<file path="src/rtl/rx_cmd_decoder.sv">
// rx_cmd_decoder: assembles UART RX bytes into register-file and ALU command strobes.
// Define RX_CMD_CHKSUM_EN to require a trailing XOR checksum byte on every frame.
module rx_cmd_decoder #(
  parameter int DATA_WIDTH    = 8,
  parameter int ADDR_WIDTH    = 4,
  parameter int TIMEOUT_WIDTH = 16
) (
  input  logic                     CLK,
  input  logic                     RST,
  input  logic [DATA_WIDTH-1:0]    RX_P_DATA,
  input  logic                     RX_D_VLD,
  input  logic                     RX_PAR_ERR,
  input  logic                     RX_FRM_ERR,
  input  logic [TIMEOUT_WIDTH-1:0] Timeout,
  input  logic                     Rsp_Busy,
  output logic                     WrEn,
  output logic                     RdEn,
  output logic [ADDR_WIDTH-1:0]    Address,
  output logic [DATA_WIDTH-1:0]    WrData,
  output logic                     ALU_EN,
  output logic [3:0]               ALU_FUN,
  output logic                     busy,
  output logic                     cmd_err
);

  typedef enum logic [3:0] {
    IDLE, WR_ADDR, WR_DATA, RD_ADDR, RD_WAIT, OPA, OPB, FUN, ALU_WAIT, CHK, ISS_OPB
  } state_t;

  localparam logic [DATA_WIDTH-1:0] OP_WR     = DATA_WIDTH'(8'hAA);
  localparam logic [DATA_WIDTH-1:0] OP_RD     = DATA_WIDTH'(8'hBB);
  localparam logic [DATA_WIDTH-1:0] OP_ALU_OP = DATA_WIDTH'(8'hCC);
  localparam logic [DATA_WIDTH-1:0] OP_ALU    = DATA_WIDTH'(8'hDD);

  state_t                   state_reg, state_next;
  logic [TIMEOUT_WIDTH-1:0] cnt_reg, cnt_next;
  logic [TIMEOUT_WIDTH:0]   cnt_inc;
  logic [ADDR_WIDTH-1:0]    addr_reg, addr_next;
  logic [3:0]               fun_reg, fun_next;
  logic                     wr_en_reg, wr_en_next;
  logic                     rd_en_reg, rd_en_next;
  logic                     alu_en_reg, alu_en_next;
  logic                     cmd_err_reg, cmd_err_next;
  logic                     busy_reg, busy_next;
  logic [ADDR_WIDTH-1:0]    address_reg, address_next;
  logic [DATA_WIDTH-1:0]    wr_data_reg, wr_data_next;
  logic [3:0]               alu_fun_reg, alu_fun_next;
  logic                     line_err, timed, expire;
`ifdef RX_CMD_CHKSUM_EN
  logic [DATA_WIDTH-1:0]    data_reg, data_next;
  logic [DATA_WIDTH-1:0]    opa_reg, opa_next;
  logic [DATA_WIDTH-1:0]    opb_reg, opb_next;
  logic [DATA_WIDTH-1:0]    chk_reg, chk_next;
  logic [DATA_WIDTH-1:0]    op_reg, op_next;
`endif

  assign line_err = RX_PAR_ERR | RX_FRM_ERR;
  assign cnt_inc  = {1'b0, cnt_reg} + {{TIMEOUT_WIDTH{1'b0}}, 1'b1};
  assign expire   = timed && (Timeout != '0) && (cnt_inc >= {1'b0, Timeout});

  // Only states waiting on the next frame byte are subject to the inter-byte timeout.
  always_comb begin
    timed = 1'b0;
    case (state_reg)
      WR_ADDR, WR_DATA, RD_ADDR, OPA, OPB, FUN: timed = 1'b1;
`ifdef RX_CMD_CHKSUM_EN
      CHK: timed = 1'b1;
`endif
      default: timed = 1'b0;
    endcase
  end

  always_comb begin
    state_next   = state_reg;
    cnt_next     = '0;
    addr_next    = addr_reg;
    fun_next     = fun_reg;
    wr_en_next   = 1'b0;
    rd_en_next   = 1'b0;
    alu_en_next  = 1'b0;
    cmd_err_next = 1'b0;
    address_next = address_reg;
    wr_data_next = wr_data_reg;
    alu_fun_next = alu_fun_reg;
`ifdef RX_CMD_CHKSUM_EN
    data_next = data_reg;
    opa_next  = opa_reg;
    opb_next  = opb_reg;
    chk_next  = chk_reg;
    op_next   = op_reg;
`endif
    if (state_reg == IDLE) begin
      if (RX_D_VLD && !line_err) begin
`ifdef RX_CMD_CHKSUM_EN
        chk_next = RX_P_DATA;
        op_next  = RX_P_DATA;
`endif
        case (RX_P_DATA)
          OP_WR:     state_next = WR_ADDR;
          OP_RD:     state_next = RD_ADDR;
          OP_ALU_OP: state_next = OPA;
          OP_ALU:    state_next = FUN;
          default:   cmd_err_next = 1'b1;
        endcase
      end
    end else if (line_err) begin
      state_next   = IDLE;
      cmd_err_next = 1'b1;
    end else if (timed && !RX_D_VLD) begin
      if (expire) begin
        state_next   = IDLE;
        cmd_err_next = 1'b1;
      end else if (cnt_reg != '1) begin
        cnt_next = cnt_inc[TIMEOUT_WIDTH-1:0];
      end
    end else begin
      // Timed states reach here only with a byte present; wait states every cycle.
`ifdef RX_CMD_CHKSUM_EN
      if (timed) chk_next = chk_reg ^ RX_P_DATA;
`endif
      case (state_reg)
        WR_ADDR: begin
          addr_next  = RX_P_DATA[ADDR_WIDTH-1:0];
          state_next = WR_DATA;
        end
        WR_DATA: begin
`ifdef RX_CMD_CHKSUM_EN
          data_next  = RX_P_DATA;
          state_next = CHK;
`else
          wr_en_next   = 1'b1;
          address_next = addr_reg;
          wr_data_next = RX_P_DATA;
          state_next   = IDLE;
`endif
        end
        RD_ADDR: begin
          addr_next = RX_P_DATA[ADDR_WIDTH-1:0];
`ifdef RX_CMD_CHKSUM_EN
          state_next = CHK;
`else
          state_next = RD_WAIT;
`endif
        end
        OPA: begin
`ifdef RX_CMD_CHKSUM_EN
          opa_next = RX_P_DATA;
`else
          wr_en_next   = 1'b1;
          address_next = '0;
          wr_data_next = RX_P_DATA;
`endif
          state_next = OPB;
        end
        OPB: begin
`ifdef RX_CMD_CHKSUM_EN
          opb_next = RX_P_DATA;
`else
          wr_en_next   = 1'b1;
          address_next = ADDR_WIDTH'(1);
          wr_data_next = RX_P_DATA;
`endif
          state_next = FUN;
        end
        FUN: begin
          fun_next = RX_P_DATA[3:0];
`ifdef RX_CMD_CHKSUM_EN
          state_next = CHK;
`else
          state_next = ALU_WAIT;
`endif
        end
        RD_WAIT: begin
          if (RX_D_VLD) begin
            cmd_err_next = 1'b1;
          end else if (!Rsp_Busy) begin
            rd_en_next   = 1'b1;
            address_next = addr_reg;
            state_next   = IDLE;
          end
        end
        ALU_WAIT: begin
          if (RX_D_VLD) begin
            cmd_err_next = 1'b1;
          end else if (!Rsp_Busy) begin
            alu_en_next  = 1'b1;
            alu_fun_next = fun_reg;
            state_next   = IDLE;
          end
        end
`ifdef RX_CMD_CHKSUM_EN
        CHK: begin
          if (RX_P_DATA != chk_reg) begin
            cmd_err_next = 1'b1;
            state_next   = IDLE;
          end else begin
            case (op_reg)
              OP_WR: begin
                wr_en_next   = 1'b1;
                address_next = addr_reg;
                wr_data_next = data_reg;
                state_next   = IDLE;
              end
              OP_RD: state_next = RD_WAIT;
              OP_ALU_OP: begin
                wr_en_next   = 1'b1;
                address_next = '0;
                wr_data_next = opa_reg;
                state_next   = ISS_OPB;
              end
              default: state_next = ALU_WAIT;
            endcase
          end
        end
        ISS_OPB: begin
          wr_en_next   = 1'b1;
          address_next = ADDR_WIDTH'(1);
          wr_data_next = opb_reg;
          state_next   = ALU_WAIT;
        end
`endif
        default: state_next = IDLE;
      endcase
    end
    busy_next = (state_next != IDLE);
  end

  always_ff @(posedge CLK) begin
    if (RST) begin
      state_reg   <= IDLE;
      cnt_reg     <= '0;
      addr_reg    <= '0;
      fun_reg     <= '0;
      wr_en_reg   <= 1'b0;
      rd_en_reg   <= 1'b0;
      alu_en_reg  <= 1'b0;
      cmd_err_reg <= 1'b0;
      busy_reg    <= 1'b0;
      address_reg <= '0;
      wr_data_reg <= '0;
      alu_fun_reg <= '0;
`ifdef RX_CMD_CHKSUM_EN
      data_reg <= '0;
      opa_reg  <= '0;
      opb_reg  <= '0;
      chk_reg  <= '0;
      op_reg   <= '0;
`endif
    end else begin
      state_reg   <= state_next;
      cnt_reg     <= cnt_next;
      addr_reg    <= addr_next;
      fun_reg     <= fun_next;
      wr_en_reg   <= wr_en_next;
      rd_en_reg   <= rd_en_next;
      alu_en_reg  <= alu_en_next;
      cmd_err_reg <= cmd_err_next;
      busy_reg    <= busy_next;
      address_reg <= address_next;
      wr_data_reg <= wr_data_next;
      alu_fun_reg <= alu_fun_next;
`ifdef RX_CMD_CHKSUM_EN
      data_reg <= data_next;
      opa_reg  <= opa_next;
      opb_reg  <= opb_next;
      chk_reg  <= chk_next;
      op_reg   <= op_next;
`endif
    end
  end

  assign WrEn    = wr_en_reg;
  assign RdEn    = rd_en_reg;
  assign ALU_EN  = alu_en_reg;
  assign cmd_err = cmd_err_reg;
  assign busy    = busy_reg;
  assign Address = address_reg;
  assign WrData  = wr_data_reg;
  assign ALU_FUN = alu_fun_reg;

endmodule

</file>
<file path="config.mk">
export PLATFORM = sky130hd
export DESIGN_NAME = rx_cmd_decoder
export DESIGN_NICKNAME = d
export VERILOG_FILES = /design/src/rtl/rx_cmd_decoder.sv
export SDC_FILE = /design/constraint.sdc
export NUM_CORES = 1
export LEC_CHECK = 0
export CORE_UTILIZATION = 35
export DETAILED_ROUTE_END_ITERATION = 10
export SYNTH_ARGS = -nofsm -noshare
export SYNTH_HDL_FRONTEND = slang
export SYNTH_SLANG_ARGS = --single-unit
</file>
<file path="constraint.sdc">
create_clock -name CLK -period 3.9 [get_ports CLK]
set_clock_uncertainty 0.15 [all_clocks]
set_input_delay 0.78 -clock CLK [delete_from_list [all_inputs] [get_ports CLK]]
set_output_delay 0.78 -clock CLK [all_outputs]
set_load 0.03 [all_outputs]
</file>
==> results of run 1 <==
synth_stat cells, types with 2 or more instances:
cell type / count
nor4bb_1: 3
a221o_1: 3
nor2b_1: 3
nor2_1: 41
mux2i_1: 21
or4_1: 2
and3_1: 3
xnor2_1: 8
nor2b_2: 7
nand2b_1: 5
xor2_1: 8
o21ai_0: 6
nand4_1: 8
o31ai_1: 2
clkbuf_1: 7
buf_2: 3
a31oi_1: 3
ha_1: 17
and2_1: 2
nand3b_1: 2
or3_1: 2
nor2_2: 2
nand3_1: 12
dfxtp_1: 49
nor4_1: 9
o21a_1: 3
nor3_1: 6
inv_1: 20
nand2_1: 16
buf_1: 2
a21oi_1: 6
and2b_2: 6
area by class of cell:
| cell class | count | area (um^2) | area share, % |
|---|---|---|---|
| clock buffers | 6 | 82.6 | 2.40 |
| repair buffers | 59 | 568 | 16.5 |
| clock inverters | 2 | 13.8 | 0.399 |
| inverters | 20 | 75.1 | 2.18 |
| flip-flops and latches | 49 | 982 | 28.5 |
| well taps | 99 | 124 | 3.59 |
| multi-input cells | 226 | 1600 | 46.4 |
worst max-delay path: stages, from the launching register on:
cell and delay, ns:
dfxtp_2 0.37, ha_1 0.21, nand2_1 0.12, or4_1 0.54
nor2_1 0.14, xor2_1 0.21, ha_1 0.26, and3_4 0.18
a221o_1 0.34, a221o_1 0.36, a41oi_2 0.22, o211ai_2 0.11
buf_4 0.20, and2b_2 0.20
layer usage:
metal,GRT usage (%),vias to the layer above
met2,25.1,58
met1,21.2,1028
met4,5.65,0
met3,4.40,8
met5,0,-
li1,-,1192
metrics by stage:
stage | total power [mW] | cell area (um^2)
floorplan | 0.540 | 2720
detailed placement | 0.587 | 3350
finish | 0.887 | 3450
global route | 0.928 | 3450
CTS | 0.900 | 3440
global placement | 0.587 | 3350
worst max path at each step:
| stage | cells past startpoint | slack [ns] | to | startpoint |
|---|---|---|---|---|
| 3_5_place_dp | 13 | 0.22 | cnt_reg[6] | cnt_reg[0] |
| 4_1_cts | 13 | 0.19 | cnt_reg[2] | cnt_reg[0] |
| 2_1_floorplan | 12 | 0.49 | state_reg[2] | cnt_reg[0] |
| 5_1_grt | 13 | 0.03 | cnt_reg[2] | cnt_reg[0] |
| 6_report | 13 | 0.25 | cnt_reg[2] | cnt_reg[0] |
| 3_3_place_gp | 13 | 0.27 | cnt_reg[2] | cnt_reg[0] |
power by group:
| part | switching (mW) | internal [mW] | leakage, nW |
|---|---|---|---|
| Clock | 0.168 | 0.144 | 0.0512 |
| Sequential | 0.000348 | 0.500 | 0.395 |
| Combinational | 0.0350 | 0.0393 | 0.997 |
cells by family (layout without fill, tap and decap cells):
| family | after synthesis | in the layout | share of synthesized area [%] |
|---|---|---|---|
| compound gates | 38 | 38 | 10.9 |
| xor+xnor | 16 | 16 | 5.16 |
| fa+ha+maj | 18 | 18 | 8.20 |
| buf+inv | 33 | 87 | 4.97 |
| flops | 49 | 49 | 36.1 |
| mux | 21 | 21 | 7.74 |
| simple gates | 133 | 133 | 26.9 |
==> run_results.csv, run 1 <==
group,metric,value,unit
outcome,status,"completed",
setup_path,r2r_end,"cnt_reg[2]",
setup_path,crit_type,"flip-flop to flip-flop",
drt,wl,6140,um
yosys,ys_warn_count,0,
layout,antennaDiodeCount,0,
power,p_leak,1.44,nW
floorplan,die_w,90.1,um
timing,setup_violations,0,
min_path,hold_end,"cnt_reg[0]",
timing,finalHoldViolations,0,
timing,finalCriticalPeriod,3.65,ns
yosys,synth_seq_cells,49,
min_path,hold_start,"cnt_reg[0]",
drt,wl_met2,2690,um
timing,finalWorstSetupSlack,0.251,ns
drt,vias,2286,
yosys,synth_top_area_share,36.1,%
timing,hold_ws,0.288,ns
setup_path,worst_r2r_startpoint,"cnt_reg[0]",
min_path,min_path_type,"flip-flop to flip-flop",
setup_path,reg2reg_slack,0.25,ns
yosys,ys_top_cells_by_area,"dfxtp_1 36%, ha_1 7.8%, mux2i_1 7.7%",
clocking,cts_buffers,5,
clocking,cts-root-buf,"clkbuf_8",
drt,maxUsedRoutingLayer,"met4",
setup_path,r2r_cells,13,
timing,rsz0062_at_grt,"no",
drt,routedWlPerCell,13.3,um
clocking,cts_max_level,2,
drt,route.met3.wl,349,um
drt,drc,0,
global_route,grt_max_degree,34,
floorplan,initial_core_util,36.9,%
layout,final_nets,408,
timing,drv_slew,0,
yosys,synth.distinct_cells,53,
drt,firstDrtPassIters,4,
yosys,async_flop_share,0,%
clocking,cts_setup_buffers,0,
timing,setup_tns,0,ns
placed_design,dpl_worst_slack,0.220,ns
placed_design,io_buffers,50,
min_path,holdPathStages,1,
yosys,synth_enable_flop_cells,0,
layout,final_cells,461,
power,powerDensity,257,mW/mm^2
global_route,gr-usage-all-layers,16.1,%
placed_design,dp_hpwl,4770,um
yosys,synthCells,308,
timing,timing.fmax,0.274,GHz
floorplan,placementRows,31,
timing,fin_crit_sh,93.6,%
yosys,syn_nets,355,
global_route,grt_pass1_vias,2259,
layout,syn_to_final_growth,26.9,%
clocking,ctsHoldBuffers,0,
layout,layout-drive-gt1-share,11.3,%
floorplan,die_h,90.1,um
setup_path,arrival,3.75,ns
setup_path,startpoint_type,"flip-flop",
clocking,cts_sinks,49,
floorplan,die_area,0.00812,mm^2
yosys,yosysTopAreaCell,"dfxtp_1",
power,ir_worst_vdd,0.209,mV
timing,tightest_slew,0.683,ns
drt,ant_nets,0,
yosys,synth_seq_area_share,36.1,%
floorplan,io_pins,51,
setup_path,required,4.00,ns
clocking,clk_path_buf_depth,2,
run,drv_cap,0,
layout,post-route-util,46.8,%
drt,vias_per_cell,4.96,
yosys,synth_area_per_cell,8.82,um^2
timing,slew_headroom,54.4,%
floorplan,core_area,0.00737,mm^2
drt,drtIter0Drc,93,
yosys,synthFlopType,"dfxtp_1",
clocking,cts_tree,"done",
clocking,cts_resized,0,
clocking,clkLatencyLatePin,0.30,ns
global_route,grt_pass1_wl,10700,um
layout,nFillCells,732,
setup_path,path_max_fanout,8,
global_route,gr-total-overflow,0,
layout,largest_reg_flops,16,
placed_design,dp_cells,453,
placed_design,gp_congestion,0.802,
clocking,clk_pin_slew,0.09,ns
global_route,antenna_found_initial,0,
layout,layout_common_cells,"50 x clkdlybuf4s50_1, 48 x dfxtp_1, 41 x nor2_1",
drt,wl_met1,2990,um
setup_path,cp-end-kind,"flip-flop",
layout,layout_commonest_cell,"clkdlybuf4s50_1",
yosys,synth_area,0.00272,mm^2
No activity file was read; power rests on OpenSTA's default activity.
==> inputs of run 2 (changes only) <==
- GPL_TIMING_DRIVEN: unset -> 0
==> run_results.csv, run 2 (same netlist as run 1, synthesis figures left out) <==
group,metric,value,unit
outcome,status,"completed",
placed_design,dp_cells,456,
floorplan,placementRows,31,
setup_path,cp-end-kind,"flip-flop",
timing,setup_violations,0,
timing,setup_tns,0,ns
setup_path,required,3.99,ns
min_path,hold_start,"cnt_reg[0]",
power,seqPwrFrac,55.5,%
clocking,cts_buffers,5,
placed_design,gp_congestion,0.845,
layout,final_nets,412,
clocking,cts_tree,"done",
layout,post-route-util,47.1,%
layout,regArea,982,um^2
floorplan,die_w,90.1,um
power,pwr-share-clk,36.2,%
global_route,grt_pass1_wl,10400,um
clocking,cts_max_level,2,
power,ir_worst_vdd,0.153,mV
global_route,grt_max_degree,15,
power,powerDensity,259,mW/mm^2
power,p_int,0.699,mW
setup_path,path_max_fanout,10,
setup_path,arrival,3.77,ns
power,switching_share,22.4,%
drt,vias_per_cell,5.02,
layout,layout-drive-gt1-share,10.7,%
clocking,cts_sinks,49,
drt,firstDrtPassIters,4,
layout,multi_input_area,0.00163,mm^2
placed_design,dp_hpwl,4820,um
floorplan,core_area,0.00737,mm^2
drt,drc,0,
power,pwr-share-comb,8.3,%
layout,final_cells,465,
setup_path,worst_r2r_startpoint,"cnt_reg[0]",
global_route,gr-total-overflow,0,
timing,timing.fmax,0.272,GHz
layout,antennaDiodeCount,0,
drt,drtIter0Drc,86,
min_path,holdPathStages,1,
power,p_leak,1.44,nW
clocking,ctsHoldBuffers,0,
setup_path,startpoint_type,"flip-flop",
timing,finalHoldViolations,0,
placed_design,io_buffers,49,
power,p_switching,0.202,mW
setup_path,r2r_cells,13,
timing,slew_headroom,18.3,%
timing,finalCriticalPeriod,3.67,ns
floorplan,io_pins,51,
placed_design,place_area,0.00333,mm^2
min_path,min_path_type,"flip-flop to flip-flop",
min_path,hold_end,"cnt_reg[0]",
global_route,antenna_found_initial,0,
drt,wl,6200,um
layout,largest_reg_flops,16,
clocking,cts-root-buf,"clkbuf_8",
setup_path,crit_type,"flip-flop to flip-flop",
clocking,clk_pin_slew,0.08,ns
setup_path,reg2reg_slack,0.23,ns
clocking,clk_path_buf_depth,2,
global_route,gr-usage-all-layers,15.7,%
layout,layout_commonest_cell,"clkdlybuf4s50_1",
floorplan,die_h,90.1,um
layout,syn_to_final_growth,27.9,%
setup_path,r2r_end,"cnt_reg[9]",
timing,tightest_slew,1.21,ns
timing,fin_crit_sh,94.2,%
run,drv_cap,0,
layout,nFillCells,728,
drt,routedWlPerCell,13.3,um
timing,rsz0062_at_grt,"no",
timing,drv_slew,0,
floorplan,initial_core_util,36.9,%
global_route,grt_pass1_vias,2260,
floorplan,die_area,0.00812,mm^2
layout,layout_common_cells,"49 x clkdlybuf4s50_1, 48 x dfxtp_1, 40 x nor2_1",
layout,final_area,0.00347,mm^2
clocking,clkLatencyLatePin,0.30,ns
drt,ant_nets,0,
drt,vias,2334,
[run 2: repair_timing]
action / CTS / global route
endpoints found under the setup margin: 0 / 20
gates resized for setup: 0 / 6
buffers inserted: 0 / 1
[run 2: worst max-delay path by stage]
| stage | end | cells past startpoint | slack (ns) | from |
|---|---|---|---|---|
| 6_report | cnt_reg[9] | 13 | 0.23 | cnt_reg[0] |
| 5_1_grt | cnt_reg[13] | 13 | 0.03 | cnt_reg[0] |
| 4_1_cts | cnt_reg[9] | 13 | 0.06 | cnt_reg[0] |
| 3_5_place_dp | cnt_reg[9] | 13 | 0.09 | cnt_reg[0] |
| 3_3_place_gp | cnt_reg[11] | 13 | 0.08 | cnt_reg[0] |
| 2_1_floorplan | state_reg[2] | 12 | 0.49 | cnt_reg[0] |
[run 2: routing by layer]
layer / share of wire (%) / global-route usage [%] / up-vias
li1: - / - / 1199
met2: 47 / 27.3 / 53
met3: 4.5 / 3.38 / 11
met5: 0 / 0 / -
met4: 2.1 / 6.05 / 0
met1: 47 / 18.7 / 1071
[run 2: cell type report]
class,count,share of cell area [%]
buffer,13,1.73
clock buffer,7,2.77
clock inverter,1,0.144
inverter,20,2.16
multi-input combinational,226,47.0
sequential,49,28.3
tap,99,3.57
timing repair buffer,50,14.3
[run 2: metrics by stage]
| step | hold slack, ns | worst slack [ns] | power, mW |
|---|---|---|---|
| after floorplan | 0.292 | 0.493 | 0.540 |
| final | 0.300 | 0.226 | 0.901 |
| after CTS | 0.334 | 0.0646 | 0.910 |
| after detailed placement | 0.314 | 0.0926 | 0.587 |
| after global routing | 0.310 | 0.0263 | 0.941 |
| after global placement | 0.309 | 0.0782 | 0.586 |
[run 2: power by group through the flow]
stage	Clock (mW)	Sequential, mW	Combinational (mW)
2_1_floorplan	0	0.513	0.0270
4_1_cts	0.335	0.501	0.0747
6_report	0.326	0.500	0.0748
3_5_place_dp	0	0.512	0.0742
3_3_place_gp	0	0.512	0.0735
5_1_grt	0.358	0.501	0.0822
[run 2: critical path, cell delays in order, from the launching register on]
cell	delay, ns
dfxtp_2	0.37
ha_1	0.20
nand2_1	0.11
or4_4	0.54
nor2_2	0.11
xor2_1	0.21
ha_1	0.27
and3_4	0.19
a221o_1	0.35
a221o_1	0.38
a41oi_4	0.27
o211ai_4	0.15
buf_6	0.20
nor2b_2	0.10
==> inputs of run 3 (changes only) <==
- CORE_MARGIN: unset -> 2
- SLEW_MARGIN: unset -> 20
- clock period: 3.9 -> 3.6 ns (I/O delays scaled with it)
==> run_results.csv, run 3 (same netlist as run 1, synthesis figures left out) <==
group,metric,value,unit
timing,finalCriticalPeriod,3.42,ns
clocking,cts_buffers,5,
placed_design,io_buffers,49,
timing,setup_tns,0,ns
run,drv_cap,0,
power,switching_share,24.0,%
power,p_switching,0.227,mW
placed_design,gp_congestion,0.892,
timing,tightest_slew,0.823,ns
floorplan,placementRows,32,
drt,drc,0,
floorplan,die_w,92.1,um
setup_path,path_delay_family,"compound AO/OA/AOI/OAI gates",
layout,syn_to_final_growth,30.8,%
power,ir_worst_vdd,0.168,mV
setup_path,cp-end-kind,"flip-flop",
clocking,clk_path_buf_depth,2,
timing,timing.fmax,0.293,GHz
drt,vias,2372,
timing,finalHoldViolations,0,
setup_path,r2r_end,"state_reg[2]",
timing,slew_headroom,44.6,%
global_route,grt_pass1_wl,11000,um
setup_path,cp-startpoint,"cnt_reg[0]",
timing,fin_crit_sh,94.9,%
setup_path,worst_r2r_startpoint,"cnt_reg[0]",
drt,routedWlPerCell,14.1,um
layout,layout_common_cells,"49 x clkdlybuf4s50_1, 46 x dfxtp_1, 39 x nor2_1",
layout,nFillCells,757,
min_path,holdPathStages,2,
clocking,clk_pin_slew,0.09,ns
min_path,hold_start,"Address[1]",
power,pwr-share-clk,34.0,%
global_route,grt_pass1_vias,2370,
setup_path,startpoint_type,"flip-flop",
clocking,cts_tree,"done",
floorplan,io_pins,51,
floorplan,initial_core_util,35.7,%
setup_path,max_stage_delay,0.46,ns
timing,rsz0062_at_grt,"no",
clocking,clkLatencyLatePin,0.31,ns
setup_path,r2r_cells,12,
floorplan,die_area,0.00848,mm^2
setup_path,crit_type,"flip-flop to flip-flop",
layout,layout_commonest_cell,"clkdlybuf4s50_1",
power,pwr-share-comb,8.7,%
outcome,status,"completed",
global_route,grt_max_degree,16,
drt,firstDrtPassIters,4,
layout,antennaDiodeCount,0,
power,seqPwrFrac,57.3,%
setup_path,reg2reg_slack,0.18,ns
clocking,ctsHoldBuffers,0,
setup_path,required,3.68,ns
power,p_int,0.717,mW
floorplan,core_area,0.00761,mm^2
drt,vias_per_cell,5.05,
min_path,hold_end,"Address[1]",
setup_path,worst-path-buf-inv,0,
power,p_leak,1.47,nW
setup_path,path_cells,"ha_4 > nand2_2 > or4_4 > nor2_2 > xor2_1 > ha_1 > and3_4 > a221o_1 > a221o_1 > a41oi_4 > a211oi_4 > o32ai_2",
floorplan,die_h,92.1,um
min_path,min_path_type,"flip-flop to flip-flop",
setup_path,path_depth,12,
power,powerDensity,266,mW/mm^2
layout,layout-drive-gt1-share,14.1,%
clocking,cts_sinks,49,
setup_path,path_max_fanout,5,
global_route,gr-usage-all-layers,16.0,%
drt,ant_nets,0,
layout,largest_reg_flops,16,
setup_path,cp_slowest_cell,"or4_4",
drt,wl,6620,um
clocking,cts-root-buf,"clkbuf_8",
global_route,antenna_found_initial,0,
timing,drv_slew,0,
layout,final_cells,470,
placed_design,dp_cells,459,
global_route,gr-total-overflow,0,
clocking,cts_max_level,2,
drt,drtIter0Drc,81,
timing,setup_violations,0,
placed_design,dp_hpwl,4980,um
setup_path,cpMostUsedCell,"a221o_1",
layout,final_nets,415,
setup_path,arrival,3.49,ns
==> run 3: power groups by stage <==
stage	registers [mW]	logic [mW]	clock network (mW)
floorplan	0.556	0.0293	0
global placement	0.555	0.0792	0
detailed placement	0.555	0.0804	0
CTS	0.542	0.0817	0.332
global route	0.542	0.0904	0.349
finish	0.541	0.0822	0.321
==> run 3: per-layer routing <==
| metal | vias up | global-route usage (%) | routed length, um |
|---|---|---|---|
| met1 | 1081 | 19.2 | 2900 |
| met5 | - | 0 | 0 |
| met2 | 77 | 28.1 | 3180 |
| met3 | 8 | 3.94 | 437 |
| li1 | 1206 | - | - |
| met4 | 0 | 5.10 | 102 |
==> run 3: area by class of cell <==
class | count | area, um^2 | share of cell area, %
Buffer | 13 | 60.1 | 1.69
Clock buffer | 5 | 68.8 | 1.94
Clock inverter | 2 | 13.8 | 0.387
Inverter | 20 | 75.1 | 2.11
Multi-Input combinational cell | 226 | 1700 | 47.7
Sequential cell | 49 | 987 | 27.8
Tap cell | 102 | 128 | 3.59
Timing Repair Buffer | 53 | 524 | 14.8
==> run 3: metrics by stage <==
stage	cell area (um^2)	setup WS [ns]	utilization [%]	total power [mW]	hold slack [ns]
6_report	3550	0.184	46.7	0.944	0.329
5_1_grt	3550	0.0101	46.7	0.981	0.358
4_1_cts	3500	0.0118	46.0	0.956	0.333
3_5_place_dp	3330	-0.192	43.8	0.635	0.314
3_3_place_gp	3330	-0.185	43.8	0.634	0.306
2_1_floorplan	2720	0.193	-	0.585	0.292
==> run 3: worst register-to-register path: cells and delay by family (launching register included) <==
kind,cells,cell delay [ns]
flops,1,0.38
fa+ha+maj,2,0.42
xor+xnor,1,0.19
simple gates,4,0.81
compound gates,5,1.39
==> run 3: how the worst max path moves through the flow <==
stage and to:
6_report state_reg[2], 5_1_grt cnt_reg[11], 4_1_cts cnt_reg[12], 3_5_place_dp cnt_reg[12], 3_3_place_gp cnt_reg[11], 2_1_floorplan state_reg[2]
==> run 3: repair_timing <==
item | in CTS | in global routing
setup endpoints to repair | 21 | 20
pin swaps | 2 | 4
resized for setup | 13 | 10
cloned | 1 | 0
buffers inserted | 2 | 1
